**src/rtl/hazard_pkg.sv**
```systemverilog
// Shared types for the RV32 pipeline hazard controller: FSM state codes,
// EX operand forward selects and the hard-wired zero register index.
package hazard_pkg;

  typedef enum logic [1:0] {
    RUN      = 2'd0,
    LOAD_USE = 2'd1,
    MEM_WAIT = 2'd2,
    REDIRECT = 2'd3
  } hz_state_e;

  typedef enum logic [1:0] {
    FWD_RF  = 2'b00,
    FWD_MEM = 2'b01,
    FWD_WB  = 2'b10
  } fwd_sel_e;

  localparam logic [4:0] REG_ZERO = 5'd0;

endpackage

```
**src/rtl/hazard_ctrl_if.sv**
```systemverilog
// Hazard observation inputs and stage control outputs between the pipeline
// (master) and the hazard controller (slave).
interface hazard_ctrl_if;

  logic [4:0] id_rs1;
  logic [4:0] id_rs2;
  logic       id_use_rs1;
  logic       id_use_rs2;
  logic [4:0] ex_rd;
  logic       ex_reg_wr;
  logic       ex_mem_load;
  logic [4:0] mem_rd;
  logic       mem_reg_wr;
  logic       ex_redirect;
  logic       imem_ack;
  logic       dmem_req;
  logic       dmem_ack;

  logic       pc_en;
  logic       if_id_en;
  logic       id_ex_en;
  logic       ex_m_en;
  logic       m_wb_en;
  logic       if_id_flush;
  logic       id_ex_flush;
  logic       m_wb_bubble;
  logic [1:0] fwd_a;
  logic [1:0] fwd_b;
  logic [1:0] state;
  logic       mem_timeout;

  modport master (
    output id_rs1, id_rs2, id_use_rs1, id_use_rs2,
    output ex_rd, ex_reg_wr, ex_mem_load, mem_rd, mem_reg_wr,
    output ex_redirect, imem_ack, dmem_req, dmem_ack,
    input  pc_en, if_id_en, id_ex_en, ex_m_en, m_wb_en,
    input  if_id_flush, id_ex_flush, m_wb_bubble,
    input  fwd_a, fwd_b, state, mem_timeout
  );

  modport slave (
    input  id_rs1, id_rs2, id_use_rs1, id_use_rs2,
    input  ex_rd, ex_reg_wr, ex_mem_load, mem_rd, mem_reg_wr,
    input  ex_redirect, imem_ack, dmem_req, dmem_ack,
    output pc_en, if_id_en, id_ex_en, ex_m_en, m_wb_en,
    output if_id_flush, id_ex_flush, m_wb_bubble,
    output fwd_a, fwd_b, state, mem_timeout
  );

endinterface

```
**src/rtl/hazard_fwd_sel.sv**
```systemverilog
// Forward select for one EX operand: EX/MEM result beats MEM/WB value, x0 never
// forwarded. Purely combinational, no backpressure.
module hazard_fwd_sel
  import hazard_pkg::*;
(
  input  logic [4:0] rs,
  input  logic [4:0] ex_rd,
  input  logic       ex_reg_wr,
  input  logic [4:0] mem_rd,
  input  logic       mem_reg_wr,
  output fwd_sel_e   sel
);

  always_comb begin
    sel = FWD_RF;
    if (rs != REG_ZERO) begin
      if (ex_reg_wr && (ex_rd == rs)) begin
        sel = FWD_MEM;
      end else if (mem_reg_wr && (mem_rd == rs)) begin
        sel = FWD_WB;
      end
    end
  end

endmodule

```
**src/rtl/hazard_ctrl.sv**
```systemverilog
// 5-stage pipeline hazard controller: stage enables/flushes are same-cycle combinational, forward selects registered into EX;
// stalls on dmem wait, load-use and imem wait. HAZARD_CTRL_PERF_EN adds 32-bit stall/redirect counters.
module hazard_ctrl
  import hazard_pkg::*;
#(
  parameter int MAX_WAIT = 255
) (
  input  logic         clk,
  input  logic         rst,
  hazard_ctrl_if.slave hz
`ifdef HAZARD_CTRL_PERF_EN
  ,
  output logic [31:0]  perf_stall,
  output logic [31:0]  perf_flush
`endif
);

  localparam int CW = ($clog2(MAX_WAIT + 1) > 8) ? $clog2(MAX_WAIT + 1) : 8;

  localparam logic [1:0] S_RUN      = RUN;
  localparam logic [1:0] S_LOAD_USE = LOAD_USE;
  localparam logic [1:0] S_MEM_WAIT = MEM_WAIT;
  localparam logic [1:0] S_REDIRECT = REDIRECT;

  logic [1:0]    state;
  logic [1:0]    state_nxt;
  logic [1:0]    fwd_a_q;
  logic [1:0]    fwd_b_q;
  logic [CW-1:0] wait_cnt;
  logic [CW-1:0] cnt_inc;
  logic          mem_timeout;
  logic          timeout_hit;

  logic dmem_wait;
  logic rs1_hit;
  logic rs2_hit;
  logic load_use;

  logic pc_en;
  logic if_id_en;
  logic id_ex_en;
  logic ex_m_en;
  logic m_wb_en;
  logic if_id_flush;
  logic id_ex_flush;
  logic m_wb_bubble;

  fwd_sel_e sel_a;
  fwd_sel_e sel_b;

  assign dmem_wait = hz.dmem_req & ~hz.dmem_ack;
  assign rs1_hit   = hz.id_use_rs1 & (hz.id_rs1 == hz.ex_rd);
  assign rs2_hit   = hz.id_use_rs2 & (hz.id_rs2 == hz.ex_rd);
  assign load_use  = hz.ex_mem_load & hz.ex_reg_wr & (hz.ex_rd != REG_ZERO) & (rs1_hit | rs2_hit);

  always_comb begin
    pc_en       = 1'b1;
    if_id_en    = 1'b1;
    id_ex_en    = 1'b1;
    ex_m_en     = 1'b1;
    m_wb_en     = 1'b1;
    if_id_flush = 1'b0;
    id_ex_flush = 1'b0;
    m_wb_bubble = 1'b0;
    state_nxt   = S_RUN;

    if (dmem_wait) begin
      // Everything up to EX/MEM freezes; WB keeps draining with bubbles.
      pc_en       = 1'b0;
      if_id_en    = 1'b0;
      id_ex_en    = 1'b0;
      ex_m_en     = 1'b0;
      m_wb_bubble = 1'b1;
      state_nxt   = S_MEM_WAIT;
    end else if (hz.ex_redirect) begin
      if_id_flush = 1'b1;
      id_ex_flush = 1'b1;
      state_nxt   = S_REDIRECT;
    end else if (load_use) begin
      pc_en       = 1'b0;
      if_id_en    = 1'b0;
      id_ex_flush = 1'b1;
      state_nxt   = S_LOAD_USE;
    end else if (!hz.imem_ack) begin
      pc_en       = 1'b0;
      if_id_flush = 1'b1;
    end

    if (rst) begin
      pc_en       = 1'b0;
      if_id_en    = 1'b0;
      id_ex_en    = 1'b0;
      ex_m_en     = 1'b0;
      m_wb_en     = 1'b0;
      if_id_flush = 1'b0;
      id_ex_flush = 1'b0;
      m_wb_bubble = 1'b0;
    end
  end

  hazard_fwd_sel u_fwd_a (
    .rs         (hz.id_rs1),
    .ex_rd      (hz.ex_rd),
    .ex_reg_wr  (hz.ex_reg_wr),
    .mem_rd     (hz.mem_rd),
    .mem_reg_wr (hz.mem_reg_wr),
    .sel        (sel_a)
  );

  hazard_fwd_sel u_fwd_b (
    .rs         (hz.id_rs2),
    .ex_rd      (hz.ex_rd),
    .ex_reg_wr  (hz.ex_reg_wr),
    .mem_rd     (hz.mem_rd),
    .mem_reg_wr (hz.mem_reg_wr),
    .sel        (sel_b)
  );

  // Counts every cycle spent stalled on dmem (entry cycle included) and saturates.
  assign cnt_inc     = (&wait_cnt) ? wait_cnt : wait_cnt + CW'(1);
  assign timeout_hit = dmem_wait && (cnt_inc >= CW'(MAX_WAIT));

  always_ff @(posedge clk) begin
    if (rst) begin
      state       <= S_RUN;
      fwd_a_q     <= FWD_RF;
      fwd_b_q     <= FWD_RF;
      wait_cnt    <= '0;
      mem_timeout <= 1'b0;
    end else begin
      state    <= state_nxt;
      wait_cnt <= dmem_wait ? cnt_inc : '0;
      if (timeout_hit) begin
        mem_timeout <= 1'b1;
      end
      if (id_ex_flush) begin
        fwd_a_q <= FWD_RF;
        fwd_b_q <= FWD_RF;
      end else if (id_ex_en) begin
        fwd_a_q <= sel_a;
        fwd_b_q <= sel_b;
      end
    end
  end

`ifdef HAZARD_CTRL_PERF_EN
  logic redirect_evt;

  assign redirect_evt = hz.ex_redirect & ~dmem_wait;

  always_ff @(posedge clk) begin
    if (rst) begin
      perf_stall <= '0;
      perf_flush <= '0;
    end else begin
      if (!pc_en) begin
        perf_stall <= perf_stall + 32'd1;
      end
      if (redirect_evt) begin
        perf_flush <= perf_flush + 32'd1;
      end
    end
  end
`endif

  assign hz.pc_en       = pc_en;
  assign hz.if_id_en    = if_id_en;
  assign hz.id_ex_en    = id_ex_en;
  assign hz.ex_m_en     = ex_m_en;
  assign hz.m_wb_en     = m_wb_en;
  assign hz.if_id_flush = if_id_flush;
  assign hz.id_ex_flush = id_ex_flush;
  assign hz.m_wb_bubble = m_wb_bubble;
  assign hz.fwd_a       = fwd_a_q;
  assign hz.fwd_b       = fwd_b_q;
  assign hz.state       = state;
  assign hz.mem_timeout = mem_timeout;

endmodule

```
**src/flat_wrapper.sv**
```systemverilog
// flat-port wrapper written by rule: the top's interface ports become plain ports
module hazard_ctrl_flat import hazard_pkg::*;
#(
  parameter int MAX_WAIT = 255
)
  (clk, rst, hz_id_rs1, hz_id_rs2, hz_id_use_rs1, hz_id_use_rs2, hz_ex_rd, hz_ex_reg_wr, hz_ex_mem_load, hz_mem_rd, hz_mem_reg_wr, hz_ex_redirect, hz_imem_ack, hz_dmem_req, hz_dmem_ack, hz_pc_en, hz_if_id_en, hz_id_ex_en, hz_ex_m_en, hz_m_wb_en, hz_if_id_flush, hz_id_ex_flush, hz_m_wb_bubble, hz_fwd_a, hz_fwd_b, hz_state, hz_mem_timeout);
  hazard_ctrl_if hz_i ();
  input  logic clk;
  input  logic rst;
  input wire logic [$bits(hz_i.id_rs1)-1:0] hz_id_rs1;
  input wire logic [$bits(hz_i.id_rs2)-1:0] hz_id_rs2;
  input wire logic [$bits(hz_i.id_use_rs1)-1:0] hz_id_use_rs1;
  input wire logic [$bits(hz_i.id_use_rs2)-1:0] hz_id_use_rs2;
  input wire logic [$bits(hz_i.ex_rd)-1:0] hz_ex_rd;
  input wire logic [$bits(hz_i.ex_reg_wr)-1:0] hz_ex_reg_wr;
  input wire logic [$bits(hz_i.ex_mem_load)-1:0] hz_ex_mem_load;
  input wire logic [$bits(hz_i.mem_rd)-1:0] hz_mem_rd;
  input wire logic [$bits(hz_i.mem_reg_wr)-1:0] hz_mem_reg_wr;
  input wire logic [$bits(hz_i.ex_redirect)-1:0] hz_ex_redirect;
  input wire logic [$bits(hz_i.imem_ack)-1:0] hz_imem_ack;
  input wire logic [$bits(hz_i.dmem_req)-1:0] hz_dmem_req;
  input wire logic [$bits(hz_i.dmem_ack)-1:0] hz_dmem_ack;
  output wire logic [$bits(hz_i.pc_en)-1:0] hz_pc_en;
  output wire logic [$bits(hz_i.if_id_en)-1:0] hz_if_id_en;
  output wire logic [$bits(hz_i.id_ex_en)-1:0] hz_id_ex_en;
  output wire logic [$bits(hz_i.ex_m_en)-1:0] hz_ex_m_en;
  output wire logic [$bits(hz_i.m_wb_en)-1:0] hz_m_wb_en;
  output wire logic [$bits(hz_i.if_id_flush)-1:0] hz_if_id_flush;
  output wire logic [$bits(hz_i.id_ex_flush)-1:0] hz_id_ex_flush;
  output wire logic [$bits(hz_i.m_wb_bubble)-1:0] hz_m_wb_bubble;
  output wire logic [$bits(hz_i.fwd_a)-1:0] hz_fwd_a;
  output wire logic [$bits(hz_i.fwd_b)-1:0] hz_fwd_b;
  output wire logic [$bits(hz_i.state)-1:0] hz_state;
  output wire logic [$bits(hz_i.mem_timeout)-1:0] hz_mem_timeout;
  assign hz_i.id_rs1 = hz_id_rs1;
  assign hz_i.id_rs2 = hz_id_rs2;
  assign hz_i.id_use_rs1 = hz_id_use_rs1;
  assign hz_i.id_use_rs2 = hz_id_use_rs2;
  assign hz_i.ex_rd = hz_ex_rd;
  assign hz_i.ex_reg_wr = hz_ex_reg_wr;
  assign hz_i.ex_mem_load = hz_ex_mem_load;
  assign hz_i.mem_rd = hz_mem_rd;
  assign hz_i.mem_reg_wr = hz_mem_reg_wr;
  assign hz_i.ex_redirect = hz_ex_redirect;
  assign hz_i.imem_ack = hz_imem_ack;
  assign hz_i.dmem_req = hz_dmem_req;
  assign hz_i.dmem_ack = hz_dmem_ack;
  assign hz_pc_en = hz_i.pc_en;
  assign hz_if_id_en = hz_i.if_id_en;
  assign hz_id_ex_en = hz_i.id_ex_en;
  assign hz_ex_m_en = hz_i.ex_m_en;
  assign hz_m_wb_en = hz_i.m_wb_en;
  assign hz_if_id_flush = hz_i.if_id_flush;
  assign hz_id_ex_flush = hz_i.id_ex_flush;
  assign hz_m_wb_bubble = hz_i.m_wb_bubble;
  assign hz_fwd_a = hz_i.fwd_a;
  assign hz_fwd_b = hz_i.fwd_b;
  assign hz_state = hz_i.state;
  assign hz_mem_timeout = hz_i.mem_timeout;
  hazard_ctrl #(.MAX_WAIT(MAX_WAIT)) u_core (.clk(clk), .rst(rst), .hz(hz_i));
endmodule
```
**config.mk**
```make
export PLATFORM = sky130hd
export DESIGN_NAME = hazard_ctrl_flat
export DESIGN_NICKNAME = d
export VERILOG_FILES = /design/src/rtl/hazard_pkg.sv /design/src/rtl/hazard_ctrl_if.sv /design/src/rtl/hazard_fwd_sel.sv /design/src/rtl/hazard_ctrl.sv /design/src/flat_wrapper.sv
export SDC_FILE = /design/constraint.sdc
export NUM_CORES = 1
export LEC_CHECK = 0
export BUFFER_PORTS_ARGS = -buffer_cell sky130_fd_sc_hd__buf_4
export CAP_MARGIN = 25
export CORE_MARGIN = 2
export CORE_UTILIZATION = 27
export DETAILED_ROUTE_END_ITERATION = 6
export GPL_ROUTABILITY_DRIVEN = 0
export HOLD_SLACK_MARGIN = 0.06
export SETUP_SLACK_MARGIN = 0.5
export SLEW_MARGIN = 10
export SYNTH_ARGS = -nofsm -noshare
export SYNTH_HDL_FRONTEND = slang
export SYNTH_SLANG_ARGS = --single-unit
```
**constraint.sdc**
```tcl
create_clock -name clk -period 1.8 [get_ports clk]
set_input_delay 0.18 -clock clk [delete_from_list [all_inputs] [get_ports clk]]
set_output_delay 0.18 -clock clk [all_outputs]
set_load 0.02 [all_outputs]
```
### Word-level counts from Yosys, hierarchy flattened

Cells that the tools add are included.

| word-level totals | value |
|---|---|
| register bits after elaboration | 15 |
| bits in latches | 0 |
| RAM bits | 0 |
| ROM bits | 0 |
| bits of input ports | 31 |
| word-level logic and storage cells | 68 |
| memories kept | 0 |

| cells by class | value |
|---|---|
| add/sub/neg operators | 1 |
| $mul | 0 |
| div/mod/pow operators | 0 |
| order comparisons | 1 |
| equal/unequal tests | 6 |
| shift-type cells | 0 |
| multiplexer cells | 33 |
| bitwise operators | 9 |
| reduce and logical (&&, ||, !) cells | 12 |

Operator list:

| operator | count |
|---|---|
| $eq A5 B5 Y1 | 6 |
| $mux W1 | 24 |
| $mux W2 | 8 |
| $reduce_bool A5 Y1 | 3 |
| $add A8 B1 Y8 const B | 1 |
| $ge A8 B8 Y1 const B | 1 |
| $mux W8 | 1 |
| $reduce_and A8 Y1 | 1 |
| $and A1 B1 Y1 | 6 |
| $reduce_or A2 Y1 | 3 |
| $logic_and A1 B1 Y1 | 5 |
| $not A1 Y1 | 2 |
| $or A1 B1 Y1 | 1 |

### Depth between registers and ports, before layout

Gate-level depths: netlist of run 1.

| depth | value |
|---|---|
| word-level depth | 9 |
| mapped depth | 7 |

### Modules after synthesis

From an unflattened synthesis of run 1, not the netlist that was laid out.

| unflattened totals | value |
|---|---|
| cells, all modules | 133 |
| area total of the unflattened synthesis | 1143.6 um^2 |

By module, submodules not included:

| module | instances | cells each | area each (um^2) | sequential area each (um^2) |
|---|---|---|---|---|
| hazard_ctrl | 1 | 97 | 873.3 | 300.3 |
| hazard_fwd_sel | 2 | 18 | 135.1 | 0.0 |

### Worst setup path before layout of run 1

OpenSTA, ideal clock, no wires.

| path | value |
|---|---|
| path type | input to output |
| start point | input port hz_ex_rd[1] |
| end point | output port hz_if_id_flush |
| data arrival time | 1475 ps |
| slack | 145 ps |
| stages on the path | 4 |
| buffers on the path | 0 |
| cell sequence | or3_1 > o311a_4 > a31oi_4 > a21boi_2 |

| between the ends | value |
|---|---|
| longest elaborated chain between the ends | 8 |
| elaborated cells on any way between the ends | 12 |

RTL lines:

| item | RTL line | text |
|---|---|---|
| from (decl) | flat_wrapper.sv:14 | `input wire logic [$bits(hz_i.ex_rd)-1:0] hz_ex_rd;` |
| $eq A5 B5 Y1 (on tied branches) | hazard_ctrl.sv:52, hazard_ctrl.sv:53 |  |
| $and A1 B1 Y1 (on tied branches) | hazard_ctrl.sv:52, hazard_ctrl.sv:53 |  |
| $or A1 B1 Y1 | hazard_ctrl.sv:54 | `assign load_use = hz.ex_mem_load & hz.ex_reg_wr & (hz.ex_rd != REG_ZERO) & (rs1_hit \| rs2_hit);` |
| $and A1 B1 Y1 (*) | hazard_ctrl.sv:54 |  |
| $mux W1 (*) | hazard_ctrl.sv:79 | `end else if (load_use) begin` |
| $mux W1 (*) | hazard_ctrl.sv:75 | `end else if (hz.ex_redirect) begin` |
| $mux W1 (*) | hazard_ctrl.sv:67 | `if (dmem_wait) begin` |
| $mux W1 (*) | hazard_ctrl.sv:89 | `if (rst) begin` |
| to (decl) | flat_wrapper.sv:28 | `output wire logic [$bits(hz_i.if_id_flush)-1:0] hz_if_id_flush;` |

Mark *: on every way between the ends. The rest lies on a longest branch, timed or not.

### Final worst setup path of run 1

| path | value |
|---|---|
| start point | input port hz_ex_rd[1] |
| end point | output port hz_if_id_en |

| between the ends | value |
|---|---|
| longest elaborated chain between the ends | 8 |
| elaborated cells on any way between the ends | 12 |

RTL lines:

| item | RTL line | text |
|---|---|---|
| $eq A5 B5 Y1 (on tied branches) | hazard_ctrl.sv:52, hazard_ctrl.sv:53 |  |
| $and A1 B1 Y1 (on tied branches) | hazard_ctrl.sv:52, hazard_ctrl.sv:53 |  |
| $or A1 B1 Y1 | hazard_ctrl.sv:54 |  |
| $and A1 B1 Y1 (*) | hazard_ctrl.sv:54 |  |
| $mux W1 (*) | hazard_ctrl.sv:79 |  |
| $mux W1 (*) | hazard_ctrl.sv:75 |  |
| $mux W1 (*) | hazard_ctrl.sv:67 |  |
| $mux W1 (*) | hazard_ctrl.sv:89 |  |
| to (decl) | flat_wrapper.sv:24 | `output wire logic [$bits(hz_i.if_id_en)-1:0] hz_if_id_en;` |

Marked as above.

==> flow_summary.ini, run 1 <==
[timing]
worst_slew_pin_slew_ns = 0.3232
setup_viol = 0
slew_headroom = 0.7842
whs_ns = 0.09401
fmax_mhz = 590.7
skew_ns = 0.002906
fin_crit_ns = 1.693
final_hold_viol_count = 0
timing.final.crit_share = 0.9405
tns_ns = 0
maxSlewViolCount = 0
rsz0062_at_grt = yes

[logic_synthesis]
synth_nets = 156
synthArstFlopShare = 0
syn-mean-instance-area_sq_um = 8.496
synthCells = 124
synthFlopType = dfxtp_1
syn_area_sq_um = 1054
synthDistinctLibCells = 34
ys_warn_count = 0
synth_edf_count = 0
synth-seq-cells = 15
yosysSeqAreaShare = 0.2850

[clock_network]
clkTransAtPathRegs_ns = 0.06
cts.sinks = 15
cts-root-buf = clkbuf_8
cts_max_path_buffers = 2
h-tree-depth = 1
cts_buffers = 3
cts_tree = yes
clkLatencyLatePin_ns = 0.24

[setup_path]
cp_max_fo = 3
required_ns = 1.62
cp.arrival_ns = 1.51
critical_path_class = input pin to primary output
ff2ff_path_depth = 6
start_kind = input pin
end_kind = primary output

[finish]
final_core_util = 0.4465
antennaDiodeCount = 0
postLayoutCellArea_sq_um = 1659
layout.nets = 210
mostFrequentLayoutCells = buf_4, xor2_1, dfxtp_1, nor2_1, buf_6
area_growth_syn_to_layout_pct = 57.48
drive_above_1_share = 0.4520
final_common_cell = buf_4

[place]
io_buffers = 45
dpl_cell_area_sq_um = 1473
hpwl_mm = 2.372

[power]
total_leakage_power_nw = 0.7251
vdd_ir_drop_max_v = 0.0002880
power.total_mw = 0.8432
powerDensity_nw_per_um2 = 508.2

[grt]
grt_max_degree = 10
antenna_found_initial = 0
grt_pass1_wl_mm = 4.878
grt-ovfl-total = 0
grt_pass1_vias = 1139
track_usage = 0.1403

[drt]
drt_wl_total_mm = 3.233
wl_per_cell_um = 14.37
drc = 0
via_per_inst = 4.907
drtIter0Drc = 34
antenna_left = 0
first_pass_iters = 4
vias = 1104

[floorplanning]
core-area_sq_um = 3716
rows = 22
start_util = 0.2835
ios = 46
dieArea_sq_um = 4418
die_x_um = 66.47
die_h_um = 66.47

[hold_path]
hold_path_class = input pin to register
holdPathStages = 2

[status]
status = complete, no violations

[job]
maxCapViolCount = 0
## through the flow
stage / setup WS (ns) / instances
2_1_floorplan: 0.1980 / 124
4_1_cts: 0.1215 / 224
5_1_grt: 0.07557 / 225
3_5_place_dp: 0.07756 / 215
6_report: 0.1071 / 225
3_3_place_gp: 0.09051 / 215
## flip-flops by register name, indices dropped and copies added (netlist names)
register / flops
u_core.hz.fwd_b: 2
u_core.hz.mem_timeout: 1
u_core.hz.fwd_a: 2
u_core.wait_cnt: 8
u_core.hz.state: 2
## power by group
group / internal [mW] / switching (mW) / leakage [nW]
combinational: 0.119 / 0.116 / 0.576
clock: 0.153 / 0.116 / 0.0255
sequential: 0.335 / 0.00328 / 0.123
## final cells by class
class | count | area (sq um)
flip-flops and latches | 15 | 306.5
repair buffers | 52 | 427.9
well taps | 48 | 60.06
clock buffers | 3 | 41.29
multi-input cells | 100 | 795.8
fillers | 382 | 2057
inverters | 6 | 22.52
clock inverters | 1 | 5.005
## path summary, 6_finish.rpt
kind / from / to / slack [ns]
min: rst / u_core.hz.state[1] / 0.09
min reg2reg: u_core.hz.mem_timeout / u_core.hz.mem_timeout / 0.47
max reg2reg: u_core.wait_cnt[0] / u_core.hz.mem_timeout / 0.25
max: hz_ex_rd[1] / hz_if_id_en / 0.11
## worst max-delay path: stages
cell and delay [ns]:
buf_8 0.10, or3_4 0.38, o311a_4 0.33, a31oi_4 0.18, buf_4 0.15, buf_6 0.08, buf_6 0.10
## routing by layer
layer  part of all wire  global-route usage  vias up
li1                   -                   -      560
met3              0.054             0.01182        2
met5                  0                   0        -
met4             0.0065             0.02296        0
met1               0.43              0.1684      503
met2               0.51              0.2713       39
## cell usage after synthesis (2+ instances only)
cell type  number  area share
a211oi_1        2       0.014
a21oi_1         8       0.038
a31oi_1         6       0.036
a32oi_1         4       0.033
and3_1          9       0.053
buf_4           2       0.014
dfxtp_1        15        0.29
inv_1           6       0.021
nand2_1         6       0.021
nand2b_1        2       0.012
nand3_1         2      0.0095
nand4_1         2       0.012
nor2_1         11       0.039
nor3_1          5       0.024
nor4_1          2       0.012
o21ai_0         4       0.019
xnor2_1         7       0.058
xor2_1         15        0.12
## timing repair
item | CTS | global route
gates resized for setup | 13 | 11
pin swaps | 5 | 1
gates cloned | 0 | 0
setup endpoints to repair | 12 | 14
setup buffers | 5 | 1
hold buffers | 0 | 0
## logic make-up after synthesis
| family | Yosys count | share of synthesized area |
|---|---|---|
| xor+xnor | 22 | 0.1829 |
| compound gates | 33 | 0.2459 |
| flops | 15 | 0.2850 |
| buf+inv | 9 | 0.03918 |
| simple gates | 44 | 0.2351 |
| fa+ha+maj | 1 | 0.01187 |
(Power assumes the default switching activity.)
==> run 2, diff against run 1 <==
Settings changed: PLACE_DENSITY from default to 0.53, SLEW_MARGIN 10 to 20.
==> flow_summary.ini, run 2 (synthesis results as in run 1) <==
[timing]
timing.final.crit_share = 0.9320
worst_slew_pin_slew_ns = 0.3467
final_hold_viol_count = 0
fin_crit_ns = 1.678
setup_ws_ns = 0.1224
skew_ns = 0.006317
tns_ns = 0
slew_headroom = 0.7664
fmax_mhz = 596.1
maxSlewViolCount = 0
setup_viol = 0
rsz0062_at_grt = yes

[power]
p_sw_mw = 0.2237
total_leakage_power_nw = 0.7537
comb_power_share = 0.276
seq_power_share = 0.406
vdd_ir_drop_max_v = 0.0003171
p_int_mw = 0.6094
pwr-share-clk = 0.318
switching_share = 0.2685
powerDensity_nw_per_um2 = 484.6

[clock_network]
h-tree-depth = 1
cts-root-buf = clkbuf_8
cts_buffers = 3
clkLatencyLatePin_ns = 0.24
cts.sinks = 15
cts_max_path_buffers = 2
holdBufCountCts = 0
cts_tree = yes
clkTransAtPathRegs_ns = 0.06

[grt]
grt_max_degree = 10
grt_pass1_vias = 1178
grt_pass1_wl_mm = 5.043
grt-ovfl-total = 0
antenna_found_initial = 0
track_usage = 0.1470

[setup_path]
cp_max_fo = 3
critical_path_class = input pin to primary output
end_kind = primary output
start_kind = input pin
required_ns = 1.62
cp.arrival_ns = 1.50

[drt]
via_per_inst = 4.939
vias = 1136
antenna_left = 0
drc = 0
drt_wl_total_mm = 3.141
drtIter0Drc = 18
wl_per_cell_um = 13.66
first_pass_iters = 4

[finish]
layout.cells.non_filler = 230
antennaDiodeCount = 0
layout.nets = 215
top_register = u_core.wait_cnt
drive_above_1_share = 0.4890
final_common_cell = buf_4
area_growth_syn_to_layout_pct = 63.18
mostFrequentLayoutCells = buf_4, xor2_1, nor2_1, dfxtp_1, and3_1
largest_reg_flops = 8

[floorplanning]
ios = 46
start_util = 0.2835
core-area_sq_um = 3716
rows = 22
dieArea_sq_um = 4418
die_h_um = 66.47
die_x_um = 66.47

[place]
placed_cells = 216
io_buffers = 45
hpwl_mm = 2.353
place_ws_ns = 0.07473

[status]
status = complete, no violations

[job]
maxCapViolCount = 0

[hold_path]
hold_path_class = input pin to register
-- run 2: path summary, 6_finish.rpt --
path | from | endpoint | slack, ns | depth (start not counted)
worst max register to register | u_core.wait_cnt[0] | u_core.hz.mem_timeout | 0.31 | 6
worst min register to register | u_core.hz.mem_timeout | u_core.hz.mem_timeout | 0.48 | 2
worst max-delay path | hz_ex_rd[1] | hz_if_id_flush | 0.12 | 6
worst min-delay path | rst | u_core.hz.state[1] | 0.09 | 2
-- run 2: repair_timing --
action | 4_1_cts | 5_1_grt
pin swaps | 7 | 2
buffers inserted | 8 | 2
gates resized for setup | 17 | 13
setup endpoints to repair | 13 | 14
-- run 2: layout make-up --
class                   count  area (sq um)
fillers                   376          1997
multi-input cells         100         822.0
inverters                   6         22.52
flip-flops and latches     15         307.8
clock buffers               4         45.04
well taps                  48         60.06
repair buffers             57         461.7
-- run 2: critical path: stages --
cell	delay, ns
buf_8	0.10
or3_4	0.37
o311a_4	0.34
a31oi_4	0.18
a21boi_4	0.20
buf_6	0.13
-- run 2: power groups by stage --
stage | combinational, mW | sequential [mW] | clock, mW
after floorplan | 0.0973 | 0.349 | 0
after global placement | 0.210 | 0.346 | 0
after detailed placement | 0.212 | 0.346 | 0
after CTS | 0.227 | 0.338 | 0.276
after global routing | 0.249 | 0.338 | 0.292
final | 0.230 | 0.338 | 0.265
-- run 2: layer usage --
metal  wire, um  vias to the layer above  share of wire  global-route usage
met1       1264                      529           0.40              0.1663
met4         14                        0         0.0045             0.05612
met2       1680                       34           0.53              0.2775
met5          0                        -              0                   0
met3        181                        2          0.058             0.01689
li1           -                      571              -                   -
-- run 2: stage by stage --
stage	power [mW]	hold WS, ns	util	instance area, sq um
final	0.8331	0.09187	0.4626	1719
after global routing	0.8785	0.09236	0.4626	1719
after CTS	0.8408	0.08648	0.4431	1647
after detailed placement	0.5576	0.3501	0.3983	1480
after global placement	0.5556	0.3463	0.3983	1480
after floorplan	0.4464	0.2491	-	1091
==> run 3, diff against run 2 <==
Settings changed: CORE_UTILIZATION 27 to 46, MAX_ROUTING_LAYER from default to met4, PLACE_DENSITY 0.53 to 0.81.
==> flow_summary.ini, run 3 (synthesis results as in run 1) <==
[grt]
grt_max_degree = 11
grt_pass1_vias = 1147
grt-ovfl-total = 0
track_usage = 0.2601
antenna_found_initial = 0
grt_pass1_wl_mm = 5.064

[setup_path]
path_cells = buf_8 -> or3_4 -> o311a_4 -> a31oi_4 -> a21boi_4 -> buf_6
critical_path_class = input pin to primary output
start_kind = input pin
cp_max_fo = 3
cp.arrival_ns = 1.50
r2r-start = u_core.wait_cnt[4]
slowest_delay_ns = 0.38
required_ns = 1.62
critPathSlowestCell = or3_4
path_delay_family = compound AO/OA/AOI/OAI gates
end_kind = primary output
path_buf_inv = 2
startpoint = hz_ex_rd[1]

[place]
dpl_cell_area_sq_um = 1440
place_ws_ns = 0.07983
placed_cells = 194
hpwl_mm = 2.274
io_buffers = 45

[job]
maxCapViolCount = 0

[drt]
wl_per_cell_um = 16.06
drt_wl_total_mm = 3.325
first_pass_iters = 4
via_per_inst = 5.831
antenna_left = 0
vias = 1207
drc = 0
drtIter0Drc = 23

[timing]
setup_viol = 0
timing.final.crit_share = 0.9328
slew_headroom = 0.7292
skew_ns = 0.007819
whs_ns = 0.1477
maxSlewViolCount = 0
fin_crit_ns = 1.679
fmax_mhz = 595.6
final_hold_viol_count = 0
worst_slew_pin_slew_ns = 0.4057
tns_ns = 0
rsz0062_at_grt = yes
setup_ws_ns = 0.1209

[finish]
largest_reg_flops = 8
drive_above_1_share = 0.5028
layout.nets = 212
postLayoutCellArea_sq_um = 1693
final_common_cell = buf_4
top_register = u_core.wait_cnt
final_core_util = 0.7727
mostFrequentLayoutCells = buf_4, xor2_1, nor2_1, dfxtp_1, and3_1
area_growth_syn_to_layout_pct = 60.69
layout.cells.non_filler = 207
antennaDiodeCount = 0

[power]
power.total_mw = 0.7730
total_leakage_power_nw = 0.7408
vdd_ir_drop_max_v = 0.0004197
powerDensity_nw_per_um2 = 456.6

[clock_network]
cts-root-buf = clkbuf_4
clkLatencyLatePin_ns = 0.29
cts.sinks = 15
cts_tree = yes
h-tree-depth = 1
cts_buffers = 3
clkTransAtPathRegs_ns = 0.09
cts_max_path_buffers = 2

[floorplanning]
core-area_sq_um = 2191
die_x_um = 51.86
rows = 17
ios = 46
die_h_um = 51.86
dieArea_sq_um = 2689
start_util = 0.4809

[status]
status = complete, no violations

[hold_path]
hold_path_class = input pin to register
min_from = hz_ex_redirect
run 3: layout make-up:
type	instances	area, sq um
multi-input combinational	100	857.1
sequential	15	309.0
timing repair buffer	54	441.7
clock inverter	1	5.005
inverter	6	22.52
tap	28	35.03
fill	149	498.0
clock buffer	3	22.52
run 3: worst paths after layout:
kind	endpoint	slack (ns)	cells after the start
min reg2reg	u_core.hz.mem_timeout	0.48	2
max reg2reg	u_core.hz.mem_timeout	0.30	5
max	hz_if_id_flush	0.12	6
min	u_core.hz.state[0]	0.15	3
run 3: power by group:
group          internal [mW]  total, mW  switching (mW)
registers              0.335      0.337         0.00207
clock network         0.0828      0.196           0.113
logic                  0.121      0.240           0.119
total                  0.539      0.773           0.234
run 3: routing by layer:
| layer | track usage | vias to the layer above | routed length (um) |
|---|---|---|---|
| li1 | - | 565 | - |
| met2 | 0.5021 | 61 | 1764 |
| met4 | 0.1009 | 0 | 54 |
| met3 | 0.02874 | 7 | 234 |
| met5 | - | - | 0 |
| met1 | 0.2639 | 574 | 1272 |
run 3: tightest hold or removal path, stage by stage:
cell and delay (ns):
buf_4 0.10, a21oi_1 0.05, nor2_1 0.07
run 3: what timing repair did:
item	CTS	global route
endpoints found under the hold margin	1	0
cloned	0	0
resized for setup	22	13
pin swaps	6	1
hold buffers	1	0
setup buffers	8	0
endpoints found under the setup margin	12	16
